## src/rtl/alu_sequencer.sv

```systemverilog
// alu_sequencer: issues requests to an external multi-cycle ALU and returns a held response.
// Build option: define ALU_SEQ_MUL_EN to add shift-and-add multiply on op 1000.
module alu_sequencer #(
  parameter int n      = 64,
  parameter int SETTLE = 2
) (
  input  logic         CLK,
  input  logic         Reset,
  input  logic         req_valid,
  output logic         req_ready,
  input  logic [3:0]   req_op,
  input  logic [n-1:0] req_a,
  input  logic [n-1:0] req_b,
  output logic         rsp_valid,
  input  logic         rsp_ready,
  output logic [n-1:0] rsp_result,
  output logic         rsp_zero,
  output logic         rsp_err,
  output logic [3:0]   ALUCtrl,
  output logic [n-1:0] BusA,
  output logic [n-1:0] BusB,
  input  logic [n-1:0] BusW,
  input  logic         Zero
);

  localparam logic [3:0] OP_AND   = 4'b0000;
  localparam logic [3:0] OP_OR    = 4'b0001;
  localparam logic [3:0] OP_ADD   = 4'b0010;
  localparam logic [3:0] OP_SUB   = 4'b0110;
  localparam logic [3:0] OP_PASSB = 4'b0111;
`ifdef ALU_SEQ_MUL_EN
  localparam logic [3:0] OP_MUL   = 4'b1000;
`endif
  localparam logic [3:0] CNT_LAST = 4'(SETTLE - 1);

  typedef enum logic [2:0] {
    IDLE,
    ISSUE,
    RESP
`ifdef ALU_SEQ_MUL_EN
    ,
    MUL_EVAL,
    MUL_WAIT
`endif
  } state_t;

  state_t       state_q, state_d;
  logic [3:0]   cnt_q, cnt_d;
  logic [n-1:0] result_q, result_d;
  logic         zero_q, zero_d;
  logic         err_q, err_d;
  logic [3:0]   ctrl_q, ctrl_d;
  logic [n-1:0] bus_a_q, bus_a_d;
  logic [n-1:0] bus_b_q, bus_b_d;
  logic         settle_done;
`ifdef ALU_SEQ_MUL_EN
  logic [n-1:0] acc_q, acc_d;
  logic [n-1:0] mcand_q, mcand_d;
  logic [n-1:0] mplier_q, mplier_d;
`endif

  function automatic logic is_basic(input logic [3:0] op);
    return (op == OP_AND) || (op == OP_OR) || (op == OP_ADD) ||
           (op == OP_SUB) || (op == OP_PASSB);
  endfunction

  assign settle_done = (cnt_q == CNT_LAST);

  always_ff @(posedge CLK) begin
    if (Reset) begin
      state_q  <= IDLE;
      cnt_q    <= '0;
      result_q <= '0;
      zero_q   <= 1'b0;
      err_q    <= 1'b0;
      ctrl_q   <= OP_PASSB;
      bus_a_q  <= '0;
      bus_b_q  <= '0;
`ifdef ALU_SEQ_MUL_EN
      acc_q    <= '0;
      mcand_q  <= '0;
      mplier_q <= '0;
`endif
    end else begin
      state_q  <= state_d;
      cnt_q    <= cnt_d;
      result_q <= result_d;
      zero_q   <= zero_d;
      err_q    <= err_d;
      ctrl_q   <= ctrl_d;
      bus_a_q  <= bus_a_d;
      bus_b_q  <= bus_b_d;
`ifdef ALU_SEQ_MUL_EN
      acc_q    <= acc_d;
      mcand_q  <= mcand_d;
      mplier_q <= mplier_d;
`endif
    end
  end

  always_comb begin
    state_d = state_q;
    case (state_q)
      IDLE: begin
        if (req_valid) begin
          if (is_basic(req_op)) state_d = ISSUE;
`ifdef ALU_SEQ_MUL_EN
          else if (req_op == OP_MUL) state_d = MUL_EVAL;
`endif
          else state_d = RESP;
        end
      end
      ISSUE: if (settle_done) state_d = RESP;
      RESP:  if (rsp_ready) state_d = IDLE;
`ifdef ALU_SEQ_MUL_EN
      MUL_EVAL: begin
        if (mplier_q == '0) state_d = RESP;
        else if (mplier_q[0]) state_d = MUL_WAIT;
      end
      MUL_WAIT: if (settle_done) state_d = MUL_EVAL;
`endif
      default: state_d = IDLE;
    endcase
  end

  // Datapath: ALU drive only changes on issue; responses latch once and hold through RESP.
  always_comb begin
    cnt_d    = cnt_q;
    result_d = result_q;
    zero_d   = zero_q;
    err_d    = err_q;
    ctrl_d   = ctrl_q;
    bus_a_d  = bus_a_q;
    bus_b_d  = bus_b_q;
`ifdef ALU_SEQ_MUL_EN
    acc_d    = acc_q;
    mcand_d  = mcand_q;
    mplier_d = mplier_q;
`endif
    case (state_q)
      IDLE: begin
        if (req_valid) begin
          cnt_d = '0;
          if (is_basic(req_op)) begin
            ctrl_d  = req_op;
            bus_a_d = req_a;
            bus_b_d = req_b;
          end
`ifdef ALU_SEQ_MUL_EN
          else if (req_op == OP_MUL) begin
            mcand_d  = req_a;
            mplier_d = req_b;
            acc_d    = '0;
          end
`endif
          else begin
            result_d = '0;
            zero_d   = 1'b1;
            err_d    = 1'b1;
          end
        end
      end
      ISSUE: begin
        cnt_d = cnt_q + 4'd1;
        if (settle_done) begin
          cnt_d    = '0;
          result_d = BusW;
          zero_d   = Zero;
          err_d    = 1'b0;
        end
      end
`ifdef ALU_SEQ_MUL_EN
      MUL_EVAL: begin
        if (mplier_q == '0) begin
          result_d = acc_q;
          zero_d   = (acc_q == '0);
          err_d    = 1'b0;
        end else if (mplier_q[0]) begin
          ctrl_d  = OP_ADD;
          bus_a_d = acc_q;
          bus_b_d = mcand_q;
          cnt_d   = '0;
        end else begin
          mcand_d  = mcand_q << 1;
          mplier_d = mplier_q >> 1;
        end
      end
      MUL_WAIT: begin
        cnt_d = cnt_q + 4'd1;
        if (settle_done) begin
          cnt_d    = '0;
          acc_d    = BusW;
          mcand_d  = mcand_q << 1;
          mplier_d = mplier_q >> 1;
        end
      end
`endif
      default: ;
    endcase
  end

  always_comb begin
    req_ready = (state_q == IDLE);
    rsp_valid = (state_q == RESP);
  end

  assign rsp_result = result_q;
  assign rsp_zero   = zero_q;
  assign rsp_err    = err_q;
  assign ALUCtrl    = ctrl_q;
  assign BusA       = bus_a_q;
  assign BusB       = bus_b_q;

endmodule

```

## config.mk

```make
export PLATFORM = sky130hd
export DESIGN_NAME = alu_sequencer
export DESIGN_NICKNAME = d
export VERILOG_FILES = /design/src/rtl/alu_sequencer.sv
export SDC_FILE = /design/constraint.sdc
export NUM_CORES = 1
export LEC_CHECK = 0
export ABC_AREA = 1
export CORE_AREA = 8 8 149 151
export CTS_CLUSTER_SIZE = 40
export DETAILED_ROUTE_END_ITERATION = 8
export DIE_AREA = 0 0 157 159
export GPL_TIMING_DRIVEN = 0
export PLACE_DENSITY = 0.85
export SYNTH_ARGS = -nofsm -noshare
export SYNTH_HDL_FRONTEND = slang
export SYNTH_SLANG_ARGS = --single-unit
```

## constraint.sdc

```tcl
create_clock -name CLK -period 3.16 [get_ports CLK]
set_input_delay 0.632 -clock CLK [delete_from_list [all_inputs] [get_ports CLK]]
set_output_delay 0.632 -clock CLK [all_outputs]
set_load 0.03 [all_outputs]
```

# [Word-level counts from Yosys, hierarchy flattened]
# Index checks and enable logic that the tools add are counted.
[word_totals] inputBits=201 regBits=205 wordCells=49 out_inout_bits=200
[classes] eq_ne=11 mux=18 add_sub_neg=1 reduce_logical=11
[ops] operator="$mux 64" n=3
[ops] operator="$pmux 64 s2" n=1
[ops] operator="$mux 3" n=3
[ops] operator="$pmux 3 s3" n=1
[ops] operator="$eq 4x1->1 const B" n=2
[ops] operator="$eq 4x3->1 const B" n=2
[ops] operator="$mux 4" n=2
[ops] operator="$pmux 4 s2" n=1
[ops] operator="$ne 2x2->1 const B" n=3
[ops] operator="$reduce_and 3->1" n=2
[ops] operator="$add 4x1->4 const B" n=1
[ops] operator="$eq 4x2->1 const B" n=1
[ops] operator="$logic_not 4->1" n=1
[ops] operator="$logic_or 1x1->1" n=4
[ops] operator="$mux 1" n=4
[ops] operator="$pmux 1 s2" n=2
[ops] operator="$reduce_and 4->1" n=1
[ops] operator="$eq 3x1->1 const B" n=1
[ops] operator="$eq 3x2->1 const B" n=1
[ops] operator="$logic_not 3->1" n=1
[ops] operator="$mux 2" n=1
[ops] operator="$ne 2x1->1 const B" n=1
[ops] operator="$reduce_and 2->1" n=1
[ops] operator="$reduce_bool 2->1" n=1

# [Logic depth before layout (Yosys ltp)]
[depth] word_depth=8 mapped_depth=9 ltp_nobuf=8

# [Least setup slack after synthesis]
# Ideal clock, no wire load.
[synth_timing] kind="input port to flip-flop" startpoint="in req_op[1]" endpoint="reg ctrl_q[1] (netlist: ALUCtrl[1])" t_required_ns=3.024 path_buffers=2 arrival_time_ns=1.518 path_stages=7 path_slack_ns=1.507 setup_ns=0.136 path_cell_list="inv_1 nand2_1 and3_1 nand2_1 buf_2 buf_2 o211ai_1"
[synth_between] elab_chain_cells=6 word_cells_on_any_way=10 cone_classes="eq/ne (4); reduce/logical (6)"
[synth_rtl] item="start: declaration" line_no="11" source="input logic [3:0] req_op,"
[synth_rtl] item="$eq 4x1->1 / $logic_not 4->1 (equally long branches)" line_no="63" source="return (op == OP_AND) || (op == OP_OR) || (op == OP_ADD) ||"
[synth_rtl] item="$logic_or 1x1->1 (3 in a row)" line_no="63"
[synth_rtl] item="$logic_or 1x1->1" line_no="64" source="(op == OP_SUB) || (op == OP_PASSB);"
[synth_rtl] item="$reduce_and 3->1 (no line)"
[synth_rtl] item="end signal: assignment" line_no="90" source="ctrl_q <= ctrl_d;"
[synth_rtl] item="end: declaration" line_no="52" source="logic [3:0] ctrl_q, ctrl_d;"
# Parallel ways exist; a longest one is shown, timed or not.
# A chain may end at the register's enable or synchronous reset.

# [Final worst setup path]
[layout_timing] startpoint="reg state_q[1]" endpoint="out rsp_valid"
[layout_between] elab_chain_cells=1
[layout_rtl] item="start: declaration" line_no="47" source="state_t state_q, state_d;"
[layout_rtl] item="start signal: assignment" line_no="85" source="state_q <= state_d;"
[layout_rtl] item="$eq 3x2->1" line_no="204" source="rsp_valid = (state_q == RESP);"
[layout_rtl] item="end: declaration" line_no="14" source="output logic rsp_valid,"
# No other way between the ends.

==> flow_summary.ini <==
[timing]
clock.fmax_mhz = 407
clock_skew_ns = 0.00740
slew_viol_final = 0
setup_viol = 0
post-route-period-util_pct = 77.8
rsz0062_at_grt = false
whs_ns = 0.450
worst_pin_slew_ns = 0.554
max_slew_margin_pct = 63.1
hold_violations = 0
min_period_ns = 2.46
finalSetupTns_ns = 0

[synthesis]
syn_area_sq_mm = 0.00723
synth_edf_count = 0
synth_cell_type_count = 22
syn_nets = 1120
syn_area_per_cell_sq_um = 7.89
ys_warn_count = 0
ys_seq_area_share_pct = 56.5
post-synth-top-count-cell = nor2_1
async_reset_ff_share_pct = 0
synth_top_area_share_pct = 56.5
netlist_top_cells_count = nor2_1, dfxtp_1, o21ai_0
synth_top_area_cell = dfxtp_1
netlist_instances = 917
ys_top_cells_by_area = dfxtp_1, nor2_1, o21ai_0
synth_ff_type = dfxtp_1
ys_ff_latch = 204

[placement]
numPortBuffers = 399
dp_hpwl_mm = 22.3
place.gp.congestion = 0.886

[die]
pin_count = 401
start_util_pct = 36.5
num_rows = 52
dieWidth_microns = 157
die_area_sq_mm = 0.0250
fp.dieH_microns = 159
core_sq_mm = 0.0198

[setup_path]
endpoint_kind = output pin
critPathLaunchType = flip-flop
cp.arrival_ns = 1.83
critical_path_class = flip-flop to output pin
worstPathMaxFanout = 3
critPathRequiredTime_ns = 2.53

[detailed_routing]
wl_mm = 29.3
drc_errors = 0
top_layer_used = met4
dr_wl_met3_mm = 3.42
wl_met2_mm = 14.4
drt_iter0_markers = 366
viasPerCell = 4.86
wl_per_cell_microns = 18.0
wl_met1_mm = 10.3
vias = 7899
ant_nets = 0
first_pass_iters = 5

[cts]
cts_sinks = 204
cts_buffers = 22
clockBufferDepth = 3
clock_latency_ns = 0.50
cts_max_level = 1
clk_pin_slew_worst_paths_ns = 0.06
cts_tree = done
ctsHoldBuffers = 0
clockRootBuffer = clkbuf_16
cts_resized = 0
post_cts_buffers = 0

[global_route]
grt.total_usage_pct = 22.3
gr-total-overflow = 0
grt_pass1_vias = 8053
grt_pass1_wl_mm = 44.4
antenna_found_initial = 0
grt_max_degree = 14

[flow_run]
maxCapViolations = 0

[final_layout]
area_growth_pct = 70.6
regArea_sq_mm = 0.00408
fillCellCount = 1595
drive_above_1_share_pct = 5.83
antenna_cells = 0
multiInputGateArea_sq_mm = 0.00276
final_nets = 1543

[power]
power_density_mw_per_mm2 = 567
ir_drop_mv = 0.513
power_leakage_nw = 4.83

[run_status]
status = completed

[worst_hold_path]
hold_path_class = flip-flop to flip-flop
==> state kept, by name (all words and copies together), names as in the netlist <==
| name | cells |
|---|---|
| BusA | 64 |
| BusB | 64 |
| rsp_result | 64 |
| ALUCtrl | 4 |
| cnt_q | 4 |
| state_q | 2 |
| rsp_err | 1 |
| rsp_zero | 1 |
==> cell families (layout without fill, tap and decap cells) <==
logic type	after synthesis	count (layout)	synth area share, %
compound gates	205	205	14.3
xor+xnor	1	1	0.121
fa+ha+maj	2	2	0.346
buf+inv	84	523	5.35
flops	204	204	56.5
simple gates	421	421	23.4
==> layout make-up <==
class                      count  area share (%)
buffer                        71            2.74
timing repair buffer         399            32.4
inverter                      13           0.395
clock buffer                  32            5.34
sequential                   204            33.1
tap                          270            2.74
clock inverter                 8           0.953
multi-input combinational    629            22.4
==> worst paths after layout <==
kind	slack, ns	startpoint	end	depth (start not counted)
worst max-delay path	0.70	state_q[1]$_SDFFE_PP0P_	rsp_valid	3
worst min-delay path	0.45	rsp_err$_SDFFE_PP0P_	rsp_err$_SDFFE_PP0P_	2
worst max register to register	1.35	state_q[0]$_SDFFE_PP0P_	BusA[17]$_SDFFE_PP0P_	8
worst min register to register	0.45	rsp_err$_SDFFE_PP0P_	rsp_err$_SDFFE_PP0P_	2
==> routing by layer <==
layer | global-route usage, % | vias up
met3 | 9.26 | 75
met4 | 8.87 | 0
li1 | - | 3833
met1 | 22.1 | 3615
met5 | 0 | -
met2 | 40.2 | 376
==> worst max-delay path, cell delays in order, from the launching register on <==
cell and delay [ns]:
dfxtp_1 0.39, inv_2 0.06, nor2_1 0.14, clkdlybuf4s50_1 0.73
==> cell usage in the layout, fill, tap and decap left out, types with 4 or more instances in the layout <==
master / instances
clkbuf_1: 40
buf_2: 24
clkbuf_8: 5
inv_1: 11
o21ai_1: 40
nand2_1: 81
dfxtp_1: 204
clkbuf_16: 23
nor2_1: 264
clkinv_2: 4
a21oi_1: 72
o21ai_0: 90
clkdlybuf4s50_1: 399
nand3_1: 69
buf_4: 11
==> report_power, final <==
| part | internal, mW | switching [mW] |
|---|---|---|
| logic | 0.621 | 0.813 |
| clock network | 1.69 | 1.05 |
| registers | 2.73 | 0.0852 |
==> stage by stage <==
stage                     power [mW]  area (sq um)  cells  util (%)  worst slack [ns]
after floorplan                 3.56          7230    917         -              1.51
after global placement          4.28         11600   1586      58.3             0.434
after detailed placement        4.30         11600   1586      58.3             0.435
after CTS                       7.05         12300   1626      62.2             0.683
after global routing            7.25         12300   1626      62.2             0.611
final                           7.00         12300   1626      62.2             0.702
Power figures use the tool's default switching activity.
